==> src/rtl/vvm_dsp_pkg.sv <==
// Shared DSP package: frame-assembly FSM states and frame-length helper.
// Used by the IQ deinterleaver control and datapath.
package vvm_dsp_pkg;

  typedef enum logic [1:0] {
    IDLE    = 2'd0,
    COLLECT = 2'd1,
    OVERRUN = 2'd2
  } state_t;

  // Words per frame: one I and one Q word per channel.
  function automatic int frame_len(input int n_ch);
    return 2 * n_ch;
  endfunction

endpackage

==> src/rtl/iq_deint_ctrl.sv <==
// Burst framing control for the IQ deinterleaver.
// Tracks word index, frame completion and sticky burst-length errors.
module iq_deint_ctrl
  import vvm_dsp_pkg::*;
#(
  parameter int N_CH = 4,
  parameter int IW   = 4
) (
  input  logic          sample_clk,
  input  logic          sample_rst,
  input  logic          strobe_in,
  input  logic          clr_err,
  output logic          wr_en,
  output logic [IW-1:0] wr_idx,
  output logic          last,
  output logic          err_short,
  output logic          err_long
);

  localparam int FL = frame_len(N_CH);
  localparam logic [IW-1:0] FL_W  = IW'(FL);
  localparam logic [IW-1:0] FL_M1 = IW'(FL - 1);

  state_t        state, state_nxt;
  logic [IW-1:0] idx, idx_nxt;
  logic          post_rst;
  logic          set_short, set_long;

  // State, index, post-reset marker and sticky error flags.
  // idx == FL inside COLLECT means the frame is complete and the
  // burst has not yet ended.
  always_ff @(posedge sample_clk) begin
    if (sample_rst) begin
      state     <= IDLE;
      idx       <= '0;
      post_rst  <= 1'b1;
      err_short <= 1'b0;
      err_long  <= 1'b0;
    end else begin
      state     <= state_nxt;
      idx       <= idx_nxt;
      post_rst  <= 1'b0;
      err_short <= set_short | (err_short & ~clr_err);
      err_long  <= set_long | (err_long & ~clr_err);
    end
  end

  // Next-state logic; a burst already high right after reset is
  // swallowed as OVERRUN without raising an error.
  always_comb begin
    state_nxt = state;
    idx_nxt   = idx;
    unique case (state)
      IDLE: begin
        if (strobe_in) begin
          if (post_rst) begin
            state_nxt = OVERRUN;
          end else begin
            state_nxt = COLLECT;
            idx_nxt   = IW'(1);
          end
        end
      end
      COLLECT: begin
        if (!strobe_in) begin
          state_nxt = IDLE;
          idx_nxt   = '0;
        end else if (idx == FL_W) begin
          state_nxt = OVERRUN;
          idx_nxt   = '0;
        end else begin
          idx_nxt = idx + IW'(1);
        end
      end
      OVERRUN: begin
        idx_nxt = '0;
        if (!strobe_in) state_nxt = IDLE;
      end
      default: begin
        state_nxt = IDLE;
        idx_nxt   = '0;
      end
    endcase
  end

  // Write strobes for the shadow frame and error set pulses.
  always_comb begin
    wr_en     = 1'b0;
    wr_idx    = '0;
    last      = 1'b0;
    set_short = 1'b0;
    set_long  = 1'b0;
    unique case (state)
      IDLE: begin
        wr_en = strobe_in & ~post_rst;
      end
      COLLECT: begin
        wr_idx    = idx;
        wr_en     = strobe_in & (idx != FL_W);
        last      = strobe_in & (idx == FL_M1);
        set_short = ~strobe_in & (idx != FL_W);
        set_long  = strobe_in & (idx == FL_W);
      end
      default: begin
        wr_en = 1'b0;
      end
    endcase
  end

endmodule

==> src/rtl/iq_deinterleave.sv <==
// Serial I/Q burst to parallel frame deinterleaver.
// Collects 2*N_CH words into a shadow frame, publishes on completion.
module iq_deinterleave
  import vvm_dsp_pkg::*;
#(
  parameter int N_CH = 4,
  parameter int DW   = 21,
  parameter int CW   = 16
) (
  input  logic                   sample_clk,
  input  logic                   sample_rst,
  input  logic [DW-1:0]          stream_in,
  input  logic                   strobe_in,
  input  logic                   hold,
  input  logic                   clr_err,
  output logic [2*N_CH*DW-1:0]   iq_out,
  output logic                   strobe_out,
  output logic [CW-1:0]          frame_cnt,
  output logic [CW-1:0]          drop_cnt,
  output logic                   err_short,
  output logic                   err_long
);

  localparam int FL = frame_len(N_CH);
  localparam int IW = $clog2(FL + 1);
  localparam int FW = FL * DW;

  logic          wr_en;
  logic [IW-1:0] wr_idx;
  logic          last;
  logic [FW-1:0] shadow, frame_nxt;

  iq_deint_ctrl #(
    .N_CH (N_CH),
    .IW   (IW)
  ) u_ctrl (
    .sample_clk (sample_clk),
    .sample_rst (sample_rst),
    .strobe_in  (strobe_in),
    .clr_err    (clr_err),
    .wr_en      (wr_en),
    .wr_idx     (wr_idx),
    .last       (last),
    .err_short  (err_short),
    .err_long   (err_long)
  );

  // Shadow frame with the current word merged in, so the last word
  // can be published on the same edge that captures it.
  always_comb begin
    frame_nxt = shadow;
    for (int k = 0; k < FL; k++) begin
      if (wr_en && wr_idx == IW'(k)) begin
        frame_nxt[k*DW +: DW] = stream_in;
      end
    end
  end

  // Shadow capture, frame publication and frame/drop counters.
  always_ff @(posedge sample_clk) begin
    if (sample_rst) begin
      shadow     <= '0;
      iq_out     <= '0;
      strobe_out <= 1'b0;
      frame_cnt  <= '0;
      drop_cnt   <= '0;
    end else begin
      shadow     <= frame_nxt;
      strobe_out <= last & ~hold;
      if (last && !hold) begin
        iq_out    <= frame_nxt;
        frame_cnt <= frame_cnt + CW'(1);
      end
      if (last && hold) begin
        drop_cnt <= drop_cnt + CW'(1);
      end
    end
  end

endmodule

==> config.mk <==
export PLATFORM = sky130hd
export DESIGN_NAME = iq_deinterleave
export DESIGN_NICKNAME = d
export VERILOG_FILES = /design/src/rtl/vvm_dsp_pkg.sv /design/src/rtl/iq_deint_ctrl.sv /design/src/rtl/iq_deinterleave.sv
export SDC_FILE = /design/constraint.sdc
export NUM_CORES = 1
export LEC_CHECK = 0
export CAP_MARGIN = 15
export CORE_AREA = 2 2 201 203
export CTS_CLUSTER_SIZE = 24
export DETAILED_ROUTE_END_ITERATION = 10
export DIE_AREA = 0 0 203 205
export MAX_ROUTING_LAYER = met4
export SLEW_MARGIN = 20
export SYNTH_ARGS = -nofsm -noshare
export SYNTH_HDL_FRONTEND = slang
export SYNTH_SLANG_ARGS = --single-unit
==> constraint.sdc <==
create_clock -name sample_clk -period 3.28 [get_ports sample_clk]
set_input_delay 0.328 -clock sample_clk [delete_from_list [all_inputs] [get_ports sample_clk]]
set_output_delay 0.328 -clock sample_clk [all_outputs]
set_load 0.01 [all_outputs]
==> impl_results.md, run 1 <==
* Setup Total Neg Slack at 0 ns
* Adder-cell share of the synthesized area at 0.367%
* Drt wl/cell at 17.9 µm
* Final wirelength at 40,800 µm
* Clock buffer depth at 3
* FF-to-FF End: frame_cnt[15]$_SDFFE_PP0P_
* Setup slack after layout at 0.847 ns
* Crit path time final at 2.43 ns
* Cell Count, Final, Fillers Out at 2,278
* Clock Latency Late Sink at 0.55 ns
* Share of layout cells above drive strength 1 at 5.36%
* Worst setup EP type: flip-flop
* Slew headroom at 36.7%
* DRC errors left at 0
* Hold path depth at 2
* Slew Viols, Final at 0
* Synth area leader: dfxtp_1
* PortBufs at 228
* Power Density at 542 nW/µm²
* Distinct cells, synth at 42
* DR pass1 iterations at 5
* Clk slew on worst S/H paths at 0.06 ns
* Min-delay worst type: in2reg
* Final setup fails at 0
* Commonest cells in the netlist: dfxtp_1 (378), nand2_1 (329), a21oi_1 (188)
* Post-synth ARST share at 0%
* Complex-gate fraction of the synthesized area at 12.7%
* Main combinational cell family by area after synthesis: simple AND/OR/NAND/NOR gates
* Gp weighted congestion at 0.811
* Cell leakage power at 6.28 nW
* Vias at 11,339
* Synth Area in Simple Gates at 20.6%
* Postcts setup bufs at 0
* Max_cap viols at 0
* Final net count at 1,753
* CTS tree: done
* Syn Nets at 1,579
* Area contributors post-synth: dfxtp_1 (56%), nand2_1 (9.1%), a21oi_1 (6.9%)
* Number of flops mapped to enable cells by yosys at 0
* Clock skew at 0.0217 ns
* # IOs at 229
* Max FO, Critical Path at 9
* Synth Cell Area at 13,600 µm²
* Largest net degree at the start of global routing at 137
* GRT Util Overall at 20.2%
* Drt initial violations at 641
* Detail Route Antenna Nets at 0
* WHS Endpoint: frame_cnt[4]$_SDFFE_PP0P_
* IR drop worst, VDD at 0.000323 V
* Resized cells post-CTS at 0
* H-tree levels at 2
* Setup Slack @ Placement at 0.591 ns
* Core Area at 39,400 µm²
* Synth Flop Type: dfxtp_1
* Critical Path Start Type: flip-flop
* Antenna diodes at 0
* Hold Buf Count CTS at 0
* HP Start: sample_rst
* CP arrival at 2.89 ns
* Root buffer cell: clkbuf_16
* Vias/cell at 4.98
* Die W at 203 µm
* Die Area at 41,600 µm²
* Rows at 73
* Initial Utilization at 34.6%
* CTS sink count at 378
* Die Ht at 205 µm
* Syn. warnings at 0
* Final period util at 74.2%
* #FFs+latches synth at 378
* First-pass GRT wire length at 62,700 µm
* Required time worst endpoint at 3.74 ns
* GRT Residual Overflow at 0
* Synth-to-Final Area Change at 30.5%
* Synth Instances at 1,549
* Top-count cell post-synth: dfxtp_1
* Status: completed
* Crit Path Class: reg2reg
* Top cell type's share of synthesized area at 55.5%
* Reg2reg path depth at 5
* Num CTS Buffers at 42
* Cells after DPL at 2,204
* Sequential share of the synthesized area at 55.5%
* Worst R2R Start: u_ctrl.idx[0]$_SDFFE_PP0P_
* DPL Wire Length at 25,500 µm
* Multiplexer share of the synthesized area at 6.31%
* Vias in the first global route at 10,901
* Post-Synth XOR/XNOR Area at 0.899%
* Worst slew pin tran at 0.947 ns
* Final core occ at 45.2%
* Fmax at 0.411 GHz
* FILL cells at 3,806
* RSZ-0062 raised after global routing: false
* Synth Area per Inst at 8.80 µm²
* Fin. Hold Viols at 0
* R2R setup slack at 0.85 ns
* Initial antenna violation count at 0
where the power goes:
group          internal (mW)  leakage, nW  total (mW)  switching [mW]
registers               4.61         3.05        4.63          0.0153
logic                 0.0813         2.54       0.281           0.200
clock network           2.87        0.695        4.74            1.87
critical path: stages, from the launching register on:
cell and delay (ns):
dfxtp_1 0.47, ha_1 0.31, nand2_1 0.22, or4_1 0.73, or4_1 0.45, a21oi_1 0.16
registers in the layout, summed over array words and instances, names as in the netlist:
| register | flops |
|---|---|
| drop_cnt | 16 |
| frame_cnt | 16 |
| iq_out | 168 |
| shadow | 168 |
| strobe_out | 1 |
| u_ctrl.err_long | 1 |
| u_ctrl.err_short | 1 |
| u_ctrl.idx | 4 |
| u_ctrl.post_rst | 1 |
| u_ctrl.state | 2 |
cell type report:
type                            instances  area, µm²  area share, %
Sequential cell                       378       7570           42.5
Inverter                                8       30.0          0.169
Clock buffer                           64       1290           7.28
Timing Repair Buffer                  248       2540           14.3
Multi-Input combinational cell       1045       5600           31.5
Tap cell                              525        657           3.69
Clock inverter                         10        106          0.598
worst max-delay path by stage:
stage	start	endpoint	slack, ns
finish	u_ctrl.idx[0]$_SDFFE_PP0P_	frame_cnt[15]$_SDFFE_PP0P_	0.85
floorplan	u_ctrl.idx[1]$_SDFFE_PP0P_	drop_cnt[15]$_SDFFE_PP0P_	1.24
global route	u_ctrl.idx[0]$_SDFFE_PP0P_	frame_cnt[15]$_SDFFE_PP0P_	0.70
CTS	u_ctrl.idx[0]$_SDFFE_PP0P_	frame_cnt[15]$_SDFFE_PP0P_	0.85
detailed placement	strobe_in	frame_cnt[15]$_SDFFE_PP0P_	0.59
global placement	strobe_in	frame_cnt[15]$_SDFFE_PP0P_	0.63
layout by cell type (no fill, tap or decap), drive strengths merged, types with 29 or more instances in the layout:
cell and count:
nand3 29, nand2b 42, a21oi 188, mux2i 86, a211oi 65, nor2 172
nand2 329, clkbuf 64, clkdlybuf4s50 227, dfxtp 378
through the flow:
stage | instance area, µm² | power [mW] | hold slack (ns)
after CTS | 17800 | 9.76 | 0.272
final | 17800 | 9.65 | 0.286
after global routing | 17800 | 9.96 | 0.316
after floorplan | 13600 | 4.85 | 0.356
after global placement | 16400 | 5.01 | 0.438
after detailed placement | 16400 | 5.01 | 0.443
kinds of logic after synthesis:
family                     Yosys count
DFF                                378
xor gates and xnor gates            14
buffers and inverters              126
muxes                               86
and+or+nand+nor                    645
adders and majority gates            4
AOI/OAI and AO/OA                  296
per-layer routing:
layer | routed length, µm | GRT usage [%]
met5 | 0 | -
met4 | 816 | 6.28
met3 | 2620 | 4.76
met2 | 18700 | 31.5
met1 | 18600 | 25.9
Note: power is estimated with default switching activity, not from simulation.
==> inputs of run 2 (changes only) <==
clock period = 2.4 ns   (was 3.28 ns; I/O delays follow)
==> run 2 against run 1 <==
  * Global-route usage grew 0.25 points
  * Sequential share of layout area shrank 1.0 points
  * Worst hold slack lost 0.20 ns
  * Combinational power grew 49%
  * Clock power grew 43%
  * Count of clock-buffer cells in the layout shrank 6
  * Critical path type unchanged
  * Setup slack lost 0.53 ns
  * Largest cell class unchanged
  * Sequential power grew 37%
  * Via count grew 0.72%
  * Core utilization grew 1.1 points
  * Cell count grew 2.1%
  * Largest power group unchanged
==> impl_results.md, run 2 (synthesis results as in run 1) <==
* Share of layout cells above drive strength 1 at 7.72%
* Crit path time final at 2.09 ns
* Final setup fails at 0
* Power Density at 740 nW/µm²
* Final wirelength at 41,500 µm
* Slew Viols, Final at 0
* DPL Wire Length at 27,800 µm
* Root buffer cell: clkbuf_16
* Resized cells post-CTS at 0
* PortBufs at 228
* GRT Residual Overflow at 0
* Largest net degree at the start of global routing at 100
* Most common cell after layout, fill and taps aside: dfxtp_1
* Setup Total Neg Slack at 0 ns
* Max FO, Critical Path at 9
* Top Registers: iq_out: 168 flops, shadow: 168 flops
* Vias in the first global route at 10,915
* Die Ht at 205 µm
* Vias/cell at 4.91
* Max_cap viols at 0
* Status: completed
* Initial antenna violation count at 0
* Met3 usage at 4.15%
* FILL cells at 3,792
* Clock buffer depth at 3
* Drt wl/cell at 17.8 µm
* GRT Util Overall at 20.4%
* Logic pwr share at 3.1%
* Area of the multi-input gates at 5600 µm²
* Final net count at 1,800
* Antenna diodes at 0
* First-pass GRT wire length at 63,500 µm
* Rows at 73
* CP arrival at 2.55 ns
* Crit Path Class: reg2reg
* Postcts setup bufs at 0
* Met2 usage at 30.7%
* Num CTS Buffers at 42
* Required time worst endpoint at 2.86 ns
* DRC errors left at 0
* Cell leakage power at 6.54 nW
* Most frequent cells in the layout: dfxtp_1 (378), nand2_1 (328), clkdlybuf4s50_1 (227)
* H-tree levels at 2
* Sw Pwr at 2.84 mW
* Synth-to-Final Area Change at 33.8%
* Drt initial violations at 669
* Gp weighted congestion at 0.795
* Worst slew pin tran at 0.855 ns
* Die Area at 41,600 µm²
* # IOs at 229
* Slew headroom at 42.8%
* Worst setup EP type: flip-flop
* RSZ-0062 raised after global routing: false
* Sw Ratio at 21.0%
* CTS tree: done
* Vias at 11,421
* CTS sink count at 378
* Min-delay worst type: in2reg
* Proportion of power drawn by the clock network at 50.1%
* Initial Utilization at 34.6%
* Die W at 203 µm
* Fmax at 0.479 GHz
* Seq pwr share at 46.8%
* Clk slew on worst S/H paths at 0.06 ns
* Most Crowded Layer GR: met2
* Cells after DPL at 2,251
* Internal Power at 10.7 mW
* IR drop worst, VDD at 0.000492 V
* Critical Path Start Type: flip-flop
* Hold Buf Count CTS at 0
* Fin. Hold Viols at 0
* FF+latch area at 7570 µm²
* WHS at 0.0830 ns
* Clock skew at 0.0202 ns
* DR pass1 iterations at 5
* Final period util at 87.0%
* Core Area at 39,400 µm²
* Cell Count, Final, Fillers Out at 2,325
* Clock Latency Late Sink at 0.56 ns
* Grt met1 use at 27.6%
* Detail Route Antenna Nets at 0
run 2: cell types whose count changed in the layout (fill, tap and decap cells not counted), sizes merged:
cell,before,now
bufinv,2,7
clkinv,6,7
clkbuf,64,58
buf,21,68
run 2: layout make-up:
class	instances	share of cell area, %
multi-input combinational	1045	30.7
tap	525	3.60
sequential	378	41.5
clock inverter	16	1.45
clock buffer	58	6.54
timing repair buffer	295	16.1
inverter	8	0.165
run 2: critical path: stages, from the launching register on:
cell and delay [ns]:
dfxtp_1 0.31, nand4bb_1 0.35, or4_1 0.72, or4_1 0.44
a21oi_1 0.17
run 2: final timing paths:
kind                            slack, ns                    endpoint                  startpoint  cells past startpoint
worst max register to register       0.31  frame_cnt[15]$_SDFFE_PP0P_  u_ctrl.idx[3]$_SDFFE_PP0P_                      4
worst max-delay path                 0.31  frame_cnt[15]$_SDFFE_PP0P_  u_ctrl.idx[3]$_SDFFE_PP0P_                      4
worst min register to register       0.44     iq_out[83]$_SDFFE_PP0P_       shadow[83]$_SDFF_PP0_                      2
worst min-delay path                 0.08      shadow[151]$_SDFF_PP0_                  sample_rst                      2
run 2: power groups by stage:
| stage | Combinational [mW] | Sequential (mW) | Clock [mW] |
|---|---|---|---|
| floorplan | 0.180 | 6.45 | 0 |
| detailed placement | 0.421 | 6.45 | 0 |
| finish | 0.418 | 6.32 | 6.76 |
| global route | 0.446 | 6.32 | 7.19 |
| global placement | 0.416 | 6.45 | 0 |
| CTS | 0.421 | 6.32 | 6.93 |
run 2: stage by stage:
step           setup WS (ns)  total power, mW  cell area (µm²)  util, %
6_report               0.312             13.5            18200     46.3
5_1_grt                0.189             13.9            18200     46.3
4_1_cts                0.324             13.7            18200     46.3
3_5_place_dp         -0.0201             6.88            16800     42.6
3_3_place_gp         -0.0147             6.87            16800     42.6
2_1_floorplan          0.362             6.63            13600        -
run 2: per-layer routing:
metal	up-vias	share of wire [%]
met1	5434	47
met2	262	45
li1	5683	-
met3	42	5.7
met5	-	0
met4	0	2.0
